### src/rtl/follower_amp_ctrl.sv
// follower_amp_ctrl
//   Sequences the enable of an analog follower amplifier around each sample
//   request: enable, wait a programmable settle time, open a sample-valid
//   window to the downstream sampler, then optionally keep the amplifier warm
//   so that back-to-back requests skip the settle phase.
//
// Ports
//   clk        : single clock, rising edge
//   rst        : synchronous, active-high reset
//   cfg_settle : extra settle cycles after enable (captured at accept)
//   cfg_hold   : warm-hold cycles after a sample, 0 = no hold (captured at handshake)
//   req_valid  : client requests one sample
//   req_ready  : block can accept a request (IDLE or HOLD, not in abort/reset)
//   abort      : return to IDLE and drop the amplifier enable
//   smp_valid  : amplifier settled, sampling window open
//   smp_ready  : sampler has taken its sample
//   amp_ena    : registered enable to the follower macro
//   busy       : FSM is not in IDLE
//   sample_cnt : count of completed sample handshakes (wraps)
module follower_amp_ctrl #(
   parameter int SETTLE_W = 8,
   parameter int HOLD_W   = 8,
   parameter int CNT_W    = 16
) (
   input  logic                clk,
   input  logic                rst,
   input  logic [SETTLE_W-1:0] cfg_settle,
   input  logic [HOLD_W-1:0]   cfg_hold,
   input  logic                req_valid,
   output logic                req_ready,
   input  logic                abort,
   output logic                smp_valid,
   input  logic                smp_ready,
   output logic                amp_ena,
   output logic                busy,
   output logic [CNT_W-1:0]    sample_cnt
);

   // One down-counter serves both the settle and the hold phase.
   localparam int CW = (SETTLE_W > HOLD_W) ? SETTLE_W : HOLD_W;

   typedef enum logic [1:0] {
      IDLE,
      SETTLE,
      VALID,
      HOLD
   } state_t;

   state_t        state;
   logic [CW-1:0] cnt;
   logic          accept;
   logic          handshake;

   // abort and rst mask the handshake signals so nothing is accepted or
   // counted in those cycles.
   assign req_ready = ((state == IDLE) || (state == HOLD)) && !abort && !rst;
   assign smp_valid = (state == VALID) && !abort;
   assign busy      = (state != IDLE);
   assign accept    = req_valid && req_ready;
   assign handshake = smp_valid && smp_ready;

   // amp_ena is assigned alongside every state transition so it always
   // equals (next state != IDLE), giving a glitch-free registered enable.
   always_ff @(posedge clk) begin
      if (rst) begin
         state      <= IDLE;
         cnt        <= '0;
         sample_cnt <= '0;
         amp_ena    <= 1'b0;
      end else if (abort) begin
         state   <= IDLE;
         amp_ena <= 1'b0;
      end else begin
         case (state)
            IDLE: begin
               if (accept) begin
                  state   <= SETTLE;
                  cnt     <= CW'(cfg_settle);
                  amp_ena <= 1'b1;
               end else begin
                  amp_ena <= 1'b0;
               end
            end
            SETTLE: begin
               amp_ena <= 1'b1;
               if (cnt == '0) begin
                  state <= VALID;
               end else begin
                  cnt <= cnt - CW'(1);
               end
            end
            VALID: begin
               amp_ena <= 1'b1;
               if (handshake) begin
                  sample_cnt <= sample_cnt + CNT_W'(1);
                  if (cfg_hold == '0) begin
                     state   <= IDLE;
                     amp_ena <= 1'b0;
                  end else begin
                     state <= HOLD;
                     cnt   <= CW'(cfg_hold);
                  end
               end
            end
            HOLD: begin
               // A request on the expiry cycle wins over returning to IDLE.
               if (accept) begin
                  state   <= VALID;
                  amp_ena <= 1'b1;
               end else if (cnt == '0) begin
                  state   <= IDLE;
                  amp_ena <= 1'b0;
               end else begin
                  cnt     <= cnt - CW'(1);
                  amp_ena <= 1'b1;
               end
            end
            default: begin
               state   <= IDLE;
               amp_ena <= 1'b0;
            end
         endcase
      end
   end

endmodule
### config.mk
export PLATFORM = sky130hd
export DESIGN_NAME = follower_amp_ctrl
export DESIGN_NICKNAME = d
export VERILOG_FILES = /design/src/rtl/follower_amp_ctrl.sv
export SDC_FILE = /design/constraint.sdc
export NUM_CORES = 1
export LEC_CHECK = 0
export ABC_CLOCK_PERIOD_IN_PS = 2700
export BUFFER_PORTS_ARGS = -buffer_cell sky130_fd_sc_hd__buf_2
export CORE_MARGIN = 4
export CORE_UTILIZATION = 29
export DETAILED_ROUTE_END_ITERATION = 10
export GPL_TIMING_DRIVEN = 0
export HOLD_SLACK_MARGIN = 0.08
export PLACE_DENSITY = 0.55
export SLEW_MARGIN = 20
export SYNTH_ARGS = -nofsm -noshare
export SYNTH_HDL_FRONTEND = slang
export SYNTH_SLANG_ARGS = --single-unit
### constraint.sdc
create_clock -name clk -period 2.7 [get_ports clk]
set_clock_uncertainty 0.1 [all_clocks]
set_input_delay 0.27 -clock clk [delete_from_list [all_inputs] [get_ports clk]]
set_output_delay 0.27 -clock clk [all_outputs]
set_load 0.005 [all_outputs]
---- Word level (Yosys, flattened, before mapping) ----
Index checks and enable logic that the tools add are counted.
storage, ports and cells
  logic and storage cells ................. 51
  bits of input ports ..................... 21
  register bits after elaboration ......... 27
operators by class
  equal/unequal tests ..................... 9
  muxes and demuxes ....................... 19
  bitwise operators ....................... 1
  $add $sub $neg .......................... 2
  reductions and logical operators ........ 16
operators with widths
  cell                                                    number
  2-to-1 mux 8 bit                                        5
  one-hot mux 8 bit (4 select lines)                      1
  adder 16 x 1 -> 16 bit (second input constant)          1
  logical NOT 8 bit                                       2
  2-to-1 mux 2 bit                                        6
  inequality test 2 bit (second input constant)           5
  one-hot mux 2 bit (4 select lines)                      1
  subtractor 8 x 1 -> 8 bit (second input constant)       1
  logical AND 1 bit                                       5
  2-to-1 mux 1 bit                                        5
  AND reduction 5 bit                                     1
  == test 2 bit (second input constant)                   2
  one-hot mux 1 bit (4 select lines)                      1
  AND reduction 4 bit                                     1
  inequality test 3 x 2 -> 1 bit (second input constant)  1
  AND reduction 3 bit                                     1
  == test 2 x 1 -> 1 bit (second input constant)          1
  logical NOT 1 bit                                       2
  logical NOT 2 bit                                       1
  nonzero test 2 bit                                      1
  OR reduction 2 bit                                      1
  logical OR 1 bit                                        1
  NOT 1 bit                                               1

---- Logic depth before layout (Yosys ltp) ----
Gate-level depths: netlist of the first run.
  depth after elaboration ................. 7
  mapped depth ............................ 10

---- Least setup slack after synthesis of the first run ----
Ideal clock, no wire load.
  kind .................................... reg2reg
  from .................................... reg state[0]
  to ...................................... reg state[1]
  data arrival time ....................... 1943 ps
  setup slack ............................. 535 ps
  path buffers ............................ 0
  stages on the path, launching flop included .. 7
  library setup time ...................... 122 ps
  data required time ...................... 2478 ps
  cell sequence ........................... dfxtp_1 inv_1 ha_1 or4b_1 a22oi_1 o21ai_1 o311a_1
between the ends
  longest elaborated chain between the ends .. 7
  elaborated cells between the ends (all ways) .. 17
  those cells by class .................... eq/ne: 7; mux: 2; reduce/logical: 8
RTL lines
  what                                                                                        line    source
  start, declared                                                                             49      state_t state;
  start signal, assigned                                                                      66      state <= IDLE;
  start signal, assigned                                                                      71      state <= IDLE;
  start signal, assigned                                                                      77      state <= SETTLE;
  == test 2 bit / logical NOT 2 bit (equally long branches)                                   56, 74
  logical OR 1 bit                                                                            56      assign req_ready = ((state == IDLE) || (state == HOLD)) && !abort && !rst;
  logical AND 1 bit (2 in series)                                                             56
  logical AND 1 bit                                                                           59      assign accept = req_valid && req_ready;
  inequality test 3 x 2 -> 1 bit (no line) (tied with other cells)                            -
  AND reduction 4 bit (no line) / one-hot mux 2 bit (4 select lines) (equally long branches)  -
Parallel ways exist; a longest one is shown, timed or not.
A chain may end at the register's enable or synchronous reset.

---- Worst setup path in the final report of the first run ----
  from .................................... reg state[0]
  to ...................................... reg cnt[6]
between the ends
  longest elaborated chain between the ends .. 7
  elaborated cells between the ends (all ways) .. 16
  those cells by class .................... eq/ne: 7; mux: 1; reduce/logical: 8
RTL lines
  what                                                       line    source
  == test 2 bit / logical NOT 2 bit (equally long branches)  56, 74
  logical OR 1 bit                                           56
  logical AND 1 bit (2 in series)                            56
  logical AND 1 bit                                          59
  inequality test 2 bit (no line)                            -
  AND reduction 5 bit (no line)                              -
  end signal, assigned                                       78      cnt <= CW'(cfg_settle);
  end signal, assigned                                       89      cnt <= cnt - CW'(1);
  end signal, assigned                                       101     cnt <= CW'(cfg_hold);
  end, declared                                              50      logic [CW-1:0] cnt;
Parallel ways exist; a longest one is shown, timed or not.

==> results of run 1 <==
-- sequential cells by signal, indices dropped and copies added (netlist names) --
| register | flops |
|---|---|
| cnt | 8 |
| sample_cnt | 16 |
| amp_ena | 1 |
| state | 2 |
-- power by group --
part	total (mW)	switching, mW	internal (mW)
registers	0.414	0.00966	0.405
logic	0.120	0.0669	0.0534
clock network	0.254	0.146	0.109
total	0.789	0.222	0.567
-- stage by stage --
step                power, mW  area, um2  hold slack, ns
finish                  0.789       1950           0.165
global placement        0.544       1900           0.393
global route            0.834       1950           0.175
floorplan               0.507       1620           0.350
detailed placement      0.544       1900           0.392
CTS                     0.806       1950           0.157
-- tightest hold or removal path, cell delays in order --
cell and delay (ns):
buf_2 0.07, o2111ai_1 0.10, o21ai_0 0.07
-- final cells by class --
cell class                 instances  area [um2]  area share (%)
buffer                            11        43.8            2.25
clock buffer                       3        41.3            2.12
sequential                        27         541            27.7
inverter                           9        33.8            1.73
timing repair buffer              38         190            9.75
multi-input combinational        148        1000            51.5
clock inverter                     1        8.76           0.449
tap                               70        87.6            4.49
-- cells by family (layout without fill, tap and decap cells) --
| group | after synthesis | after routing |
|---|---|---|
| flip-flops | 27 | 27 |
| AND/OR/NAND/NOR | 75 | 75 |
| multiplexers | 6 | 6 |
| AO/OA/AOI/OAI | 42 | 42 |
| buffers and inverters | 20 | 62 |
| adder cells (fa/ha/maj) | 6 | 6 |
| XOR/XNOR | 19 | 19 |
-- Yosys cell counts (2+ instances only) --
cell type / number
dfxtp_1: 27
nor2_1: 26
o21ai_0: 11
and4_1: 2
nand2_1: 14
buf_2: 2
a22oi_1: 3
nor3_1: 3
or4_1: 4
xor2_1: 13
xnor2_1: 6
mux2i_1: 6
ha_1: 6
nand4_1: 7
nand3_1: 3
inv_1: 7
o2111ai_1: 2
and3_1: 3
o211ai_1: 3
clkbuf_1: 9
o21ai_1: 3
a21oi_1: 9
-- metal layers --
layer | vias to the layer above | global-route usage (%) | share of wire, % | routed length, um
met3 | 2 | 3.76 | 5.6 | 226
met4 | 0 | 1.78 | 0.47 | 19
met1 | 662 | 16.4 | 50 | 2030
met2 | 32 | 17.3 | 44 | 1760
met5 | - | 0 | 0 | 0
li1 | 782 | - | - | -
-- worst max path at each step --
stage / end / slack (ns) / cells after the start
floorplan: state[1]$_SDFFE_PP0P_ / 0.53 / 6
global placement: cnt[5]$_SDFFE_PP0P_ / 0.39 / 7
detailed placement: cnt[6]$_SDFFE_PP0P_ / 0.36 / 7
CTS: cnt[6]$_SDFFE_PP0P_ / 0.33 / 7
global route: cnt[6]$_SDFFE_PP0P_ / 0.19 / 7
finish: cnt[6]$_SDFFE_PP0P_ / 0.35 / 7
==> run summary, run 1 <==
Gates resized during post-CTS repair numbered 0. Clock-pin slew was measured on the worst setup and hold paths at 0.11 ns. Tracing the worst setup path back leads to its startpoint at state[0]$_SDFFE_PP0P_. STA puts the critical path data arrival time at 2.43 ns.

Leading register cell type out of synthesis: dfxtp_1. TritonCTS built the clock tree. STA classifies the critical path startpoint as a flop.

Setup repair after global routing left no endpoint under its margin. The hold path depth works out to 3. The critical path in this run is classified as flop to flop.

In the routed layout, each cell is associated on average with a via count of 4.81. In this run the deepest clock path goes through 2 buffers. The tree is rooted in a clkbuf_8.

For the worst setup path, the data required time is 2.78 ns. The die covers 6860 um2. The clock drives 27 sinks. The via count of the first global-routing pass was 1394. Summing the areas of all fa, ha and maj instances in the mapped netlist gives 4.63% of the synthesized area.

In this run the critical register-to-register path is captured at cnt[6]$_SDFFE_PP0P_. The synthesized netlist devotes 17.9% of its cell area to compound gates. The count of nets left with antenna violations once routing finished came out at 0. STA classifies the critical path endpoint as a flop. In this design, the stage delay of the slowest critical-path cell is 0.51 ns. The logs give 586 for the count of fill cells added during filler insertion and 1 for the number of levels in the clock H-tree. The number of nets handed over by synthesis was 222. OpenSTA, run right after detailed placement, puts the worst setup slack at 0.358 ns.

The routability-driven placement congestion ratio is 0.827, and the insertion delay to the later sink of the worst-skew pair is 0.28 ns. The run gives 0.796 nW as the leakage component of the power. The total count of max-transition violations in the final report is 0, and the number of enable-type register cells in the synthesized netlist is 0. After routing, the total negative slack on setup checks comes to 0 ns. The synthesized design spends more area on one cell type than any other, namely dfxtp_1. The mean instance size in the synthesized netlist was 8.32 um2. The worst register-to-register path begins at state[0]$_SDFFE_PP0P_.

Area growth from synthesis to layout: 20.2%. In the synthesized netlist, the number of instances is 195. The floorplan has 26 rows.

The share of the Yosys chip area taken by registers is 33.3%. The library cell contributing the largest single delay on the critical path was a221oi_4. The library cell used most frequently in the layout, excluding fill and tap cells, is buf_2. Detailed placement finished with a half-perimeter wire length of 3040 um. By area the synthesized netlist is led by dfxtp_1 33%, xor2_1 7.0%, nor2_1 6.0%. In this run the cell area of the synthesized design comes to 1620 um2.

Counting both buffers and inverters, the worst setup path holds a total of 2. The run gives 41 as the top-level port count. Unique cell type count in the Yosys netlist: 48. The first global-routing pass estimated 6730 um of wire.

The minimum setup slack in the final design is 0.350 ns, and the total via count in the routed design is 1478. The run finished with clean final reports. For the worst flop-to-flop path, the logic depth is 7. The floorplan step defined a core boundary enclosing 5270 um2.

The number of failing hold endpoints at the final stage came out at 0. The number of buffers inserted by hold repair at cts was 0; the non-filler instance count after layout was 307. The synthesized netlist devotes 10.3% of its cell area to XOR and XNOR gates. After the last flow step, the layout net total stands at 265.

In the final layout, the share of cells above drive strength 1 is 21.5%. The number of buffers inserted by post-CTS setup repair was 0. For hold timing, the worst endpoint is cnt[3]$_SDFFE_PP0P_.

The horizontal die dimension was 82.8 um; the number of synthesized register bits was 27. In this run the worst path has a maximum fanout of 10. The number of buffers created by CTS is 3.

The worst hold path belongs to the class input port to flop. Leaving out fill and tap cells, the most frequent cells in the layout are 40 x buf_2, 27 x dfxtp_1, 26 x nor2_1. Summed over all layers, the global routing overflow is 0. The Yosys step of the flow raised 0 warnings. The tools report the number of diodes added for antenna fixing as 0.

The number of antenna violations at the first check in global routing came out at 0. The run gives 0 as the number of remaining DRC errors. After the first detailed-routing iteration, the DRC count stood at 79. The final critical-path required period came out at 2.35 ns.

In this run the vertical extent of the chip is 82.8 um. Measured against its own limit, the worst slew margin works out to 60.0%. The area share of the leading cell type in the synthesized netlist works out to 33.3%. The number of placed instances, taps included, is 303. IR analysis of the VDD net gives a maximum drop of 262 uV. After synthesis, the largest family of logic cells by area is simple AND/OR/NAND/NOR gates.

The maximum number of pins on one net before global-route repair is 18. In the finished design, the share of the clock period the worst path needs comes to 87.1%. Kind of cell with the highest combined delay on the critical path: compound AO/OA/AOI/OAI gates. The signal on the critical path passes through inv_1, ha_1, nor3b_2, mux2i_1, a221oi_4, inv_2, o41ai_1. The synthesized netlist devotes 25.4% of its cell area to simple gates. Input and output buffers added on the ports amount to 38.

Measured on the finished design, the core utilization comes to 37.0%. The share of synthesized registers carrying an async set or reset was 0%; the average detailed-routed wire length per instance was 13.1 um. The total routed wirelength came out at 4030 um.

The aggregate global-route resource usage was 11.5%; the share of synthesized area spent on multiplexers was 3.70%. Once the floorplan was initialized, standard cells occupied 30.8% of the core. Across the run, the number of max-cap violations was 0. The pre-antenna-repair detailed-routing pass consisted of 4 iterations. In this run the most critical hold path is launched from cfg_settle[3]. Setup violations remaining at the end of the flow were counted as 0. The tools report the register-to-register path setup slack as 0.35 ns.

For the pin with the worst max-slew slack, the measured transition is 0.600 ns. In this run the power density over the cells is 405 nW/um2. Static timing analysis puts the maximum clock frequency at 425 MHz.
(Power assumes the default switching activity.)
==> run 2, diff against run 1 <==
- ABC_CLOCK_PERIOD_IN_PS: 2700 -> 2500
- clock period: 2.7 -> 2.5 ns (I/O delays scaled with it)
==> run 2 against run 1 <==
Compared with the run above: register-to-register slack worse by 0.19 ns; maximum frequency is 0.39% higher; worst setup slack worse by 0.19 ns; hold slack worse by 0.022 ns; largest cell class unchanged; via count increased by 2.0%; combinational power up 13%; clock power increased by 8.7%; sequential share of layout area shrank 0.21 points.
==> run summary, run 2 (synthesized netlist as in run 1, its figures left out) <==
The net switching share of the total power is 28.6% (was 28.2%), and the final setup violation count is 0 (unchanged). The tools report the internal portion of total power as 0.613 mW (was 0.567 mW). The register name with the most flops is sample_cnt (unchanged). The transition at the pin with the smallest max-transition slack is 0.589 ns (was 0.600 ns). Clock tree root buffer cell: clkbuf_8 (unchanged). The flip-flop count of the largest register after layout was 16 (unchanged).

Worst path cell trace: inv_1, ha_1, or4b_1, a22oi_1, o21ai_1, o311a_1 (was inv_1, ha_1, nor3b_2, mux2i_1, a221oi_4, inv_2, o41ai_1). The worst min-delay path category is input port to flop (unchanged). The capture point of the worst reg-to-reg path is state[1]$_SDFFE_PP0P_ (was cnt[6]$_SDFFE_PP0P_).

The starting utilization of the core area is 30.8% (unchanged). The startpoint of the lowest-slack hold path was cfg_settle[6] (was cfg_settle[3]). The average detailed-routed wire length per instance was 13.4 um (was 13.1 um). Critical path class: flop to flop (unchanged). The first-pass iteration count of the detailed router came out at 4 (unchanged). For the register-to-register path setup slack, the log shows 0.16 ns (was 0.35 ns). The clock sink count came out at 27 (unchanged). The clock network power share was 32.1% (was 32.2%). The run gives 0.803 nW (was 0.796 nW) as the leakage component of the power. The clock transition time at the flip-flop clock pins of the worst setup and hold paths works out to 0.11 ns (about the same). The summed negative setup slack over all endpoints is 0 ns (unchanged), and the die footprint is 6860 um2 (unchanged). The ratio of routed vias to standard cells is 4.89 (was 4.81). The run gives 3040 um (unchanged) as the detailed placement HPWL. The run gives 0 (unchanged) as the number of cells upsized or downsized after cts.

For the number of diodes added for antenna fixing, the log shows 0 (unchanged). The total of max-cap violations was 0 (unchanged). Setup repair after global routing could not meet its margin everywhere. The run gives 0.28 ns (about the same) as the insertion delay to the later sink of the worst-skew pair.

The tools report the endpoint kind of the worst setup timing path as a flop (unchanged). The share of layout cells above drive strength 1 came out at 21.8% (was 21.5%). Hold path depth: 3 (unchanged).

The run gives 0.827 (unchanged) as the routability-driven placement congestion ratio. Largest fanout on the critical path: 4 (was 10). The run gives 266 (was 265) as the number of nets at the end of the flow. The data required time of the worst path came out at 2.58 ns (was 2.78 ns).

DRC violation total after the first TritonRoute iteration: 102 (was 79). The power density relative to cell area was 437 nW/um2 (was 405 nW/um2); the total power was 0.859 mW (was 0.789 mW). The library cell contributing the largest single delay on the critical path was or4b_1 (was a221oi_4). The number of levels in the clock H-tree was 1 (unchanged). For the count of fill cells added during filler insertion, the log shows 585 (was 586). The area growth from synthesis to layout is 21.1% (was 20.2%), and the number of remaining DRC errors is 0 (unchanged). Most used cells in the layout excluding fill and tap cells: 40 x buf_2, 27 x dfxtp_1, 26 x nor2_1 (unchanged). For the combinational share of power, the log shows 15.8% (was 15.2%).

The tools report the terminating pin of the worst hold path as cnt[6]$_SDFFE_PP0P_ (was cnt[3]$_SDFFE_PP0P_). The via count of the first global-routing pass was 1394 (unchanged). The number of failing hold endpoints at the final stage is 0 (unchanged), and the maximum number of pins on one net before global-route repair is 18 (unchanged). The startpoint kind of the worst setup timing path was a flop (unchanged).

The critical register-to-register path startpoint was state[0]$_SDFFE_PP0P_ (unchanged). The tools report the net switching power as 0.246 mW (was 0.222 mW). The run gives 2 (unchanged) as the maximum root-to-sink buffer count. The run gives 52.1% (was 52.5%) as the sequential share of power.

The highest cell delay on the worst timing path works out to 0.59 ns (was 0.51 ns). For the relative slew slack, the log shows 59.6% (was 60.0%). For the number of buffers inserted by hold repair at cts, the log shows 0 (unchanged). The vertical extent of the die was 82.8 um (unchanged).

For the number of buffers created by CTS, the log shows 3 (unchanged). Number of placement rows: 26 (unchanged). The number of I/O port buffers was 38 (unchanged); the area of the core was 5270 um2 (unchanged).

The logs give 11.5% (unchanged) for the aggregate global-route resource usage and 4140 um (was 4030 um) for the total routed wirelength. The run gives 41 (unchanged) as the top-level port count. The flow ran to the end, and the final reports show no timing, DRC or antenna violations.

The number of buffers inserted by post-CTS setup repair came out at 0 (unchanged). The leading cell type in the layout, fill and taps excluded is buf_2 (unchanged). The final worst-path cycle share was 93.7% (was 87.1%); the horizontal die dimension was 82.8 um (unchanged).

The logs give 0 (unchanged) for the total count of max-transition violations in the final report and 0 (unchanged) for the remaining antenna violation count. The data arrival time at the worst-slack endpoint was 2.42 ns (was 2.43 ns); the number of antenna violations at the first check in global routing was 0 (unchanged). The run gives 1507 (was 1478) as the total via count in the routed design. Biggest registers after layout: sample_cnt x16, cnt x8, state x2 (unchanged).

The final critical-path required period came out at 2.34 ns (was 2.35 ns). TritonCTS built the clock tree. Cell depth of the worst flop-to-flop path: 6 (was 7).

The tools report the first-pass GRT wire length as 6730 um (unchanged). The run gives 283 uV (was 262 uV) as the largest vdd supply drop. For the overall overflow remaining after global route, the log shows 0 (unchanged). For the highest achievable clock rate, the log shows 427 MHz (was 425 MHz).
-- run 2: layout make-up --
type                       count  area [um2]  share of cell area [%]
inverter                       9        33.8                    1.72
clock buffer                   3        41.3                    2.10
buffer                        11        43.8                    2.23
clock inverter                 1        8.76                   0.446
multi-input combinational    149        1020                    51.9
sequential                    27         541                    27.5
tap                           70        87.6                    4.46
timing repair buffer          38         190                    9.68
-- run 2: stage by stage --
| step | setup slack (ns) | cell area, um2 | util (%) | instances | hold WS, ns |
|---|---|---|---|---|---|
| after detailed placement | 0.158 | 1900 | 36.1 | 303 | 0.392 |
| after global placement | 0.189 | 1900 | 36.1 | 303 | 0.393 |
| after CTS | 0.127 | 1950 | 37.0 | 307 | 0.137 |
| final | 0.159 | 1970 | 37.3 | 308 | 0.143 |
| after floorplan | 0.335 | 1620 | - | 195 | 0.330 |
| after global routing | -0.00640 | 1970 | 37.3 | 308 | 0.155 |
-- run 2: how the worst max path moves through the flow --
stage	to	from
after floorplan	state[1]$_SDFFE_PP0P_	state[0]$_SDFFE_PP0P_
after global placement	cnt[5]$_SDFFE_PP0P_	state[0]$_SDFFE_PP0P_
after detailed placement	cnt[6]$_SDFFE_PP0P_	state[0]$_SDFFE_PP0P_
after CTS	cnt[6]$_SDFFE_PP0P_	state[0]$_SDFFE_PP0P_
after global routing	state[1]$_SDFFE_PP0P_	cnt[0]$_SDFFE_PP0P_
final	state[1]$_SDFFE_PP0P_	state[0]$_SDFFE_PP0P_
-- run 2: routing by layer --
metal / vias to the layer above / share of wire, % / wire length (um) / global-route usage [%]
met5: - / 0 / 0 / 0
met4: 0 / 0.46 / 19 / 1.78
met3: 2 / 5.6 / 233 / 3.76
met2: 37 / 44 / 1830 / 17.3
met1: 679 / 50 / 2060 / 16.4
li1: 789 / - / - / -
-- run 2: power by group through the flow --
stage                     registers [mW]  logic, mW  clock network (mW)
after floorplan                    0.455     0.0921                   0
after global placement             0.457      0.130                   0
after detailed placement           0.457      0.131                   0
after CTS                          0.448      0.131               0.292
after global routing               0.449      0.151               0.306
final                              0.448      0.136               0.276
-- run 2: critical path: cells and delay by family, from the launching register on --
family	cells	cell delay, ns
AO/OA/AOI/OAI	3	0.67
buffers and inverters	1	0.11
flip-flops	1	0.40
AND/OR/NAND/NOR	1	0.59
adder cells (fa/ha/maj)	1	0.36
